`config.mk`:
```
export PLATFORM = sky130hd
export DESIGN_NAME = sa_tile_sequencer
export DESIGN_NICKNAME = d
export VERILOG_FILES = /design/src/rtl/sa_pkg.sv /design/src/rtl/sa_skew_lane.sv /design/src/rtl/sa_tile_sequencer.sv
export SDC_FILE = /design/constraint.sdc
export NUM_CORES = 1
export LEC_CHECK = 0
export CAP_MARGIN = 0
export CORE_MARGIN = 5
export CORE_UTILIZATION = 40
export CTS_CLUSTER_DIAMETER = 50
export DETAILED_ROUTE_END_ITERATION = 12
export HOLD_SLACK_MARGIN = 0.05
export PLACE_DENSITY = 0.72
export SLEW_MARGIN = 15
export SYNTH_ARGS = -nofsm -noshare
export SYNTH_HDL_FRONTEND = slang
export SYNTH_SLANG_ARGS = --single-unit
```
`constraint.sdc`:
```
create_clock -name clk -period 6.17 [get_ports clk]
set_clock_uncertainty 0.1 [all_clocks]
set_input_delay 1.5425 -clock clk [delete_from_list [all_inputs] [get_ports clk]]
set_output_delay 1.5425 -clock clk [all_outputs]
set_load 0.005 [all_outputs]
```
`src/rtl/sa_pkg.sv`:
```
// Shared types and helpers for the systolic-array tile sequencer.
// Holds the FSM state encoding, the drain-length helper and the lane-slice helper.
package sa_pkg;

    typedef enum logic [2:0] {
        IDLE,
        FEED,
        DRAIN,
        WRITE,
        DONE
    } state_t;

    // Drain covers last-operand propagation across the array plus the SRAM lag.
    function automatic int drain_cyc(input int n);
        return 2 * n - 1;
    endfunction

    // Low bit of lane `lane` inside a packed bus of `w`-bit lanes.
    function automatic int lane_lo(input int lane, input int w);
        return lane * w;
    endfunction

endpackage

```
`src/rtl/sa_skew_lane.sv`:
```
// One skewed operand lane: window test, address adder and valid delay.
// The valid follows the address by one cycle to line up with SRAM read data.
module sa_skew_lane #(
    parameter int LANE   = 0,
    parameter int ADDR_W = 11,
    parameter int K_W    = 11,
    parameter int CNT_W  = 14
) (
    input  logic              clk,
    input  logic              rst_n,
    input  logic              feed,
    input  logic [CNT_W-1:0]  t,
    input  logic [K_W-1:0]    k,
    input  logic [ADDR_W-1:0] base,
    output logic [ADDR_W-1:0] addr,
    output logic              vld
);

    logic [CNT_W-1:0] off;
    logic             win;
    logic             win_q;

    // Lane is inside its window when 0 <= t-LANE < K during FEED.
    always_comb begin
        off = t - CNT_W'(LANE);
        win = feed && (t >= CNT_W'(LANE)) && (off < CNT_W'(k));
    end

    // Address updates only inside the window, else holds; valid lags by one.
    always_ff @(posedge clk) begin
        if (!rst_n) begin
            addr  <= '0;
            win_q <= 1'b0;
            vld   <= 1'b0;
        end else begin
            if (win) begin
                addr <= base + ADDR_W'(off);
            end
            win_q <= win;
            vld   <= win_q;
        end
    end

endmodule

```
`src/rtl/sa_tile_sequencer.sv`:
```
// NxN systolic-array tile sequencer: skewed A/B feed, drain, row-wise C write.
// FSM, feed/drain counter, row counter and latched tile config live here.
module sa_tile_sequencer
    import sa_pkg::*;
#(
    parameter int N      = 4,
    parameter int DATA_W = 8,
    parameter int ADDR_W = 11,
    parameter int K_W    = 11
) (
    input  logic                   clk,
    input  logic                   rst_n,
    input  logic                   start,
    input  logic [K_W-1:0]         k_len,
    input  logic [ADDR_W-1:0]      a_base,
    input  logic [ADDR_W-1:0]      b_base,
    input  logic [ADDR_W-1:0]      c_base,
    output logic [N*ADDR_W-1:0]    addrA,
    output logic [N*ADDR_W-1:0]    addrB,
    output logic [N-1:0]           a_vld,
    output logic [N-1:0]           b_vld,
    output logic                   pe_clear,
    output logic [$clog2(N)-1:0]   row_sel,
    output logic [N*ADDR_W-1:0]    addrC,
    output logic [N-1:0]           wenC,
    output logic                   busy,
    output logic                   finish
);

    localparam int RS_W      = $clog2(N);
    localparam int CNT_W     = K_W + RS_W + 1;
    localparam int DRAIN_CYC = drain_cyc(N);

    state_t            state, state_nxt;
    logic [CNT_W-1:0]  t, t_nxt;
    logic [RS_W-1:0]   r, r_nxt;
    logic [K_W-1:0]    k_q;
    logic [ADDR_W-1:0] a_q, b_q, c_q;
    logic [CNT_W-1:0]  feed_last;
    logic              feed;

    assign feed      = (state == FEED);
    assign feed_last = CNT_W'(k_q) + CNT_W'(N) - CNT_W'(2);

    // State, counters and the tile config captured on start acceptance.
    always_ff @(posedge clk) begin
        if (!rst_n) begin
            state <= IDLE;
            t     <= '0;
            r     <= '0;
            k_q   <= '0;
            a_q   <= '0;
            b_q   <= '0;
            c_q   <= '0;
        end else begin
            state <= state_nxt;
            t     <= t_nxt;
            r     <= r_nxt;
            if (state == IDLE && start) begin
                k_q <= k_len;
                a_q <= a_base;
                b_q <= b_base;
                c_q <= c_base;
            end
        end
    end

    // Next-state and counter sequencing through the tile phases.
    always_comb begin
        state_nxt = state;
        t_nxt     = t;
        r_nxt     = r;
        unique case (state)
            IDLE: begin
                if (start) begin
                    t_nxt     = '0;
                    r_nxt     = '0;
                    state_nxt = (k_len == '0) ? DONE : FEED;
                end
            end
            FEED: begin
                if (t == feed_last) begin
                    state_nxt = DRAIN;
                    t_nxt     = '0;
                end else begin
                    t_nxt = t + 1'b1;
                end
            end
            DRAIN: begin
                if (t == CNT_W'(DRAIN_CYC - 1)) begin
                    state_nxt = WRITE;
                    r_nxt     = '0;
                end else begin
                    t_nxt = t + 1'b1;
                end
            end
            WRITE: begin
                if (r == RS_W'(N - 1)) begin
                    state_nxt = DONE;
                end else begin
                    r_nxt = r + 1'b1;
                end
            end
            DONE:    state_nxt = IDLE;
            default: state_nxt = IDLE;
        endcase
    end

    // Registered control outputs decoded from the current phase.
    always_ff @(posedge clk) begin
        if (!rst_n) begin
            pe_clear <= 1'b0;
            busy     <= 1'b0;
            finish   <= 1'b0;
            wenC     <= '1;
            row_sel  <= '0;
            addrC    <= '0;
        end else begin
            pe_clear <= (feed && t == '0) ||
                        (state == DONE && k_q == '0);
            busy     <= state inside {FEED, DRAIN, WRITE};
            finish   <= (state == DONE);
            wenC     <= (state == WRITE) ? '0 : '1;
            if (state == WRITE) begin
                row_sel <= r;
                addrC   <= {N{c_q + ADDR_W'(r)}};
            end
        end
    end

    for (genvar gi = 0; gi < N; gi++) begin : g_lane
        sa_skew_lane #(
            .LANE  (gi),
            .ADDR_W(ADDR_W),
            .K_W   (K_W),
            .CNT_W (CNT_W)
        ) u_a (
            .clk  (clk),
            .rst_n(rst_n),
            .feed (feed),
            .t    (t),
            .k    (k_q),
            .base (a_q),
            .addr (addrA[lane_lo(gi, ADDR_W) +: ADDR_W]),
            .vld  (a_vld[gi])
        );

        sa_skew_lane #(
            .LANE  (gi),
            .ADDR_W(ADDR_W),
            .K_W   (K_W),
            .CNT_W (CNT_W)
        ) u_b (
            .clk  (clk),
            .rst_n(rst_n),
            .feed (feed),
            .t    (t),
            .k    (k_q),
            .base (b_q),
            .addr (addrB[lane_lo(gi, ADDR_W) +: ADDR_W]),
            .vld  (b_vld[gi])
        );
    end

endmodule
```
# == Word-level counts from Yosys, hierarchy flattened ==
# Cells that the tools add are included.
# word_totals
reg_bits,212
inputBits,47
out_inout_bits,149
# op_classes
add_sub_neg,16
order_cmp,8
eq_ne,13
n_mux,15
reduce_logical,22
# op_table
op,n
$add A11 B11 Y11,8
$lt A14 B11 Y1,4
$mux W14,3
$pmux W14 S3,1
$ge A14 B1 Y1 const B,2
$ge A14 B2 Y1 const B,2
$sub A14 B2 Y14 const B,2
$logic_not A11 Y1,2
$mux W3,5
$add A14 B1 Y14 const B,1
$eq A14 B14 Y1,1
$eq A14 B3 Y1 const B,1
$logic_not A14 Y1,1
$sub A14 B1 Y14 const B,1
$sub A12 B2 Y13 const B,1
$add A11 B3 Y12 const B,1
$pmux W3 S4,1
$add A11 B2 Y11,1
$logic_and A1 B1 Y1,11
$ne A2 B2 Y1 const B,5
$reduce_bool A3 Y1,3
$reduce_and A4 Y1,2
$eq A3 B2 Y1 const B,2
$mux W2,3
other kinds (10),10

# == Logic depth before layout (Yosys ltp) ==
# depth
depth_word,5
depth_mapped,13
depth_no_buf,13

# == Cells and area by module ==
# From an unflattened synthesis, not the netlist that was laid out.
# hier_totals
cells_unflattened,1842
area_unflattened_um2,15070.7
# by_module_without_submodules
mod,instances,cells_per_inst,area_per_inst_um2,seq_area_each_um2
sa_tile_sequencer,1,512,4101.4,1601.5
sa_skew_lane at g_lane[2].u_a ...,2,172,1471.4,260.2
sa_skew_lane at g_lane[3].u_a ...,2,172,1401.3,260.2
sa_skew_lane at g_lane[0].u_a ...,2,137,1181.1,260.2
sa_skew_lane at g_lane[1].u_a,1,186,1438.9,260.2
sa_skew_lane at g_lane[1].u_b,1,182,1422.6,260.2

# == Worst setup path before layout ==
# Ideal clock, no wire load.
# synth_path
path_kind,reg-to-reg
from,reg t[1]
to,reg g_lane[1].u_a.addr[3]
setup_time_ns,0.087
t_arrival_ns,3.243
t_required_ns,5.983
slack_ns,2.739
path_stages_with_launch,13
n_path_buf,1
path_cell_list,dfxtp_1 -> inv_1 -> ha_1 -> a21boi_0 -> xor2_1 -> ha_1 -> or3_1 -> o221ai_1 -> a21oi_1 -> o31ai_1 -> clkbuf_1 -> nand2_1 -> o31ai_1
# synth_between
elab_chain_len,3
# synth_lines
item,line,rtl
"start, declared",sa_tile_sequencer.sv:35,"logic [CNT_W-1:0] t, t_nxt;"
"start signal, assigned",sa_tile_sequencer.sv:57,t <= t_nxt;
$sub A14 B1 Y14 / $ge A14 B1 Y1 (equally long branches),"sa_skew_lane.sv:25, sa_skew_lane.sv:26",
$lt A14 B11 Y1 / $logic_and A1 B1 Y1 (equally long branches),sa_skew_lane.sv:26,win = feed && (t >= CNT_W'(LANE)) && (off < CNT_W'(k));
$logic_and A1 B1 Y1,sa_skew_lane.sv:26,
"end signal, assigned",sa_skew_lane.sv:37,addr <= base + ADDR_W'(off);
"end, declared",sa_skew_lane.sv:15,"output logic [ADDR_W-1:0] addr,"
# Parallel ways exist; a longest one is shown, timed or not.
# A chain may end at the register's enable or synchronous reset.

# == Worst setup path after layout ==
# layout_path
from,reg t[1]
to,reg g_lane[1].u_a.addr[2]
# Same word-level chain as after synthesis.

==> out/metrics.yaml <==
outcome:
  outcome: "finished, final reports clean"
placement:
  placed_area_sq_um: 14100
  gp_congestion: 0.942
  dp_hpwl_um: 27600
  port_buffers: 195
timing:
  finalSetupTns_ps: 0
  post-route-min-period_ps: 4500
  slew_violations: 0
  maxSlewHeadroom_pct: 25.6
  worst_slew_pin_slew_ps: 1110
  rsz0062_at_grt: "no"
  whs_ps: 337
  finalSetupViolCount: 0
  finalCritPeriodShare_pct: 73.0
  fmax_mhz: 222
  hold_viol_final: 0
worst_setup_path:
  end_kind: "register"
  cp.arrival_ps: 4750
  critical_path_class: "register to register"
  cp-start-kind: "register"
  reg2reg_setup_slack_ps: 1670
  required_ps: 6420
  worstPathMaxFanout: 21
routing:
  wl_per_cell_um: 18.9
  dr.pass1.iters: 6
  num_vias: 10899
  postRouteAntennaNets: 0
  dr.first_iter.drc_count: 883
  viasPerCell: 5.52
  routed_wl_um: 37300
  drc: 0
clock_network:
  cts_max_level: 4
  cts_tree: "built"
  clk_path_buf_depth: 2
  ctsResizeCount: 0
  cts.clk_slew.worst_paths_ps: 80
  cts.root.buffer_cell: "clkbuf_16"
  clock_latency_ps: 450
  cts_buffers: 17
  hold_buffers: 0
  cts.sinks: 176
  post_cts_buffers: 0
power:
  power_frac_comb_pct: 31.0
  pwr-share-seq_pct: 35.7
  swShare_pct: 35.7
  powerDensity_nw_per_um2: 233
  internal_power_mw: 2.21
  pwr-share-clk_pct: 33.3
  power.switching_mw: 1.22
  irDropWorstVdd_mv: 0.209
  power.leakage_nw: 5.83
yosys:
  yosysSeqAreaShare_pct: 28.8
  synth.most_common_cell: "dfxtp_1"
  syn-instance-count: 1446
  synth_nets: 1632
  yosys_register_bits: 176
  synth-async-reset-ratio_pct: 0
  synth_flop_cell: "dfxtp_1"
  synth_top_area_share_pct: 28.8
  synth_area_leader_cell: "dfxtp_1"
  synth.avg_cell_area_sq_um: 8.45
  synthesis.area_sq_um: 12200
  synthTopCellsByArea: "dfxtp_1 29%, ha_1 13%, xnor2_1 6.2%"
  synth_cell_types: 74
  synth_warnings: 0
  synth_edf_count: 0
  synth.top_cells.by_count: "176 x dfxtp_1, 153 x nand2_1, 134 x nor2_1"
floorplanning:
  core_area_sq_um: 30300
  die_height_um: 185
  die_area_sq_um: 34100
  pin_count: 196
  rows: 64
  die_w_um: 185
  start_util_pct: 40.2
layout:
  syn_to_final_growth_pct: 20.7
  drive_gt1_share_pct: 6.34
  antenna_cells: 0
  postLayoutCellArea_sq_um: 14700
  fin_nets: 1750
run:
  maxCapViolations: 0
global_routing:
  grt_usage_pct: 21.2
  grt-ovfl-total: 0
  grt_pass1_wl_um: 57100
  antenna_found_initial: 0
  grt_max_degree: 57
  first_global_vias: 10262
hold_path:
  min_path_type: "register to register"
registers in the layout, summed over array words and instances, names as in the netlist, 11 cells and up:
register         cells
g_lane.u_a.addr     44
t                   14
g_lane.u_b.addr     44
k_q                 11
addrC               11
b_q                 11
a_q                 11
c_q                 11
cells by family (layout without fill, tap and decap cells):
| family | count (synthesis) | after routing | synth area share, % |
|---|---|---|---|
| buf+inv | 159 | 290 | 6.95 |
| simple gates | 474 | 474 | 18.6 |
| fa+ha+maj | 139 | 139 | 14.8 |
| xor+xnor | 135 | 135 | 9.68 |
| mux | 63 | 63 | 5.18 |
| flops | 176 | 176 | 28.8 |
| compound gates | 300 | 300 | 15.9 |
cell type report:
cell class	count	area, sq um
fill	2884	15600
clock inverter	15	188
timing repair buffer	211	2070
inverter	47	179
sequential	176	3520
multi-input combinational	1111	7860
clock buffer	17	425
tap	396	495
worst max-delay path: stages, from the launching register on:
cell and delay (ps):
dfxtp_1 780, inv_1 480, ha_1 390, a21boi_0 360, xor2_1 220, ha_1 370, o21ai_0 80, a21oi_1 150
o221ai_1 130, a21oi_1 230, o31a_1 700, nor2_1 150, a211oi_1 250
through the flow:
stage | power [mW] | instances | utilization [%] | setup slack, ps
6_report | 3.43 | 1973 | 48.6 | 1670
5_1_grt | 3.60 | 1973 | 48.6 | 1430
4_1_cts | 3.44 | 1973 | 48.6 | 1760
3_5_place_dp | 2.30 | 1941 | 46.5 | 1790
3_3_place_gp | 2.27 | 1941 | 46.5 | 1910
2_1_floorplan | 2.01 | 1446 | - | 2740
per-layer routing:
| metal | routed length [um] | share of wire [%] | global-route usage, % | vias up |
|---|---|---|---|---|
| met5 | 0 | 0 | 0 | - |
| met1 | 15900 | 43 | 27.7 | 5151 |
| li1 | - | - | - | 5292 |
| met4 | 1620 | 4.3 | 9.66 | 0 |
| met2 | 17400 | 47 | 34.6 | 376 |
| met3 | 2450 | 6.6 | 3.30 | 80 |
power groups by stage:
stage                     Sequential (mW)  Clock [mW]  Combinational [mW]
final                                1.22        1.14                1.06
after global routing                 1.23        1.21                1.17
after detailed placement             1.25           0                1.05
after global placement               1.25           0                1.02
after CTS                            1.22        1.16                1.05
after floorplan                      1.22           0               0.785
layout by cell type (no fill, tap or decap), drive strengths merged, types with 8 or more instances in the layout:
cell type / count
clkdlybuf4s50: 195
dfxtp: 176
nand2: 153
nor2: 143
ha: 130
a21oi: 123
xnor2: 87
mux2i: 61
nand3: 57
inv: 56
xor2: 48
o21ai: 38
nor3: 19
nor4: 19
a211oi: 18
and3: 17
a21o: 17
clkbuf: 17
buf: 16
o21a: 14
a31oi: 14
o31ai: 14
o211ai: 12
nand2b: 11
nor2b: 11
fa: 9
or2: 8
path summary, 6_finish.rpt:
kind / from / to / cells past startpoint
worst min-delay path: g_lane[2].u_b.win_q$_SDFF_PN0_ / g_lane[2].u_a.vld$_SDFF_PN0_ / 1
worst max-delay path: t[1]$_SDFFE_PN0P_ / g_lane[1].u_a.addr[2]$_SDFFE_PN0P_ / 12
worst min register to register: g_lane[2].u_b.win_q$_SDFF_PN0_ / g_lane[2].u_a.vld$_SDFF_PN0_ / 1
worst max register to register: t[1]$_SDFFE_PN0P_ / g_lane[1].u_a.addr[2]$_SDFFE_PN0P_ / 12
Power figures use the tool's default switching activity.
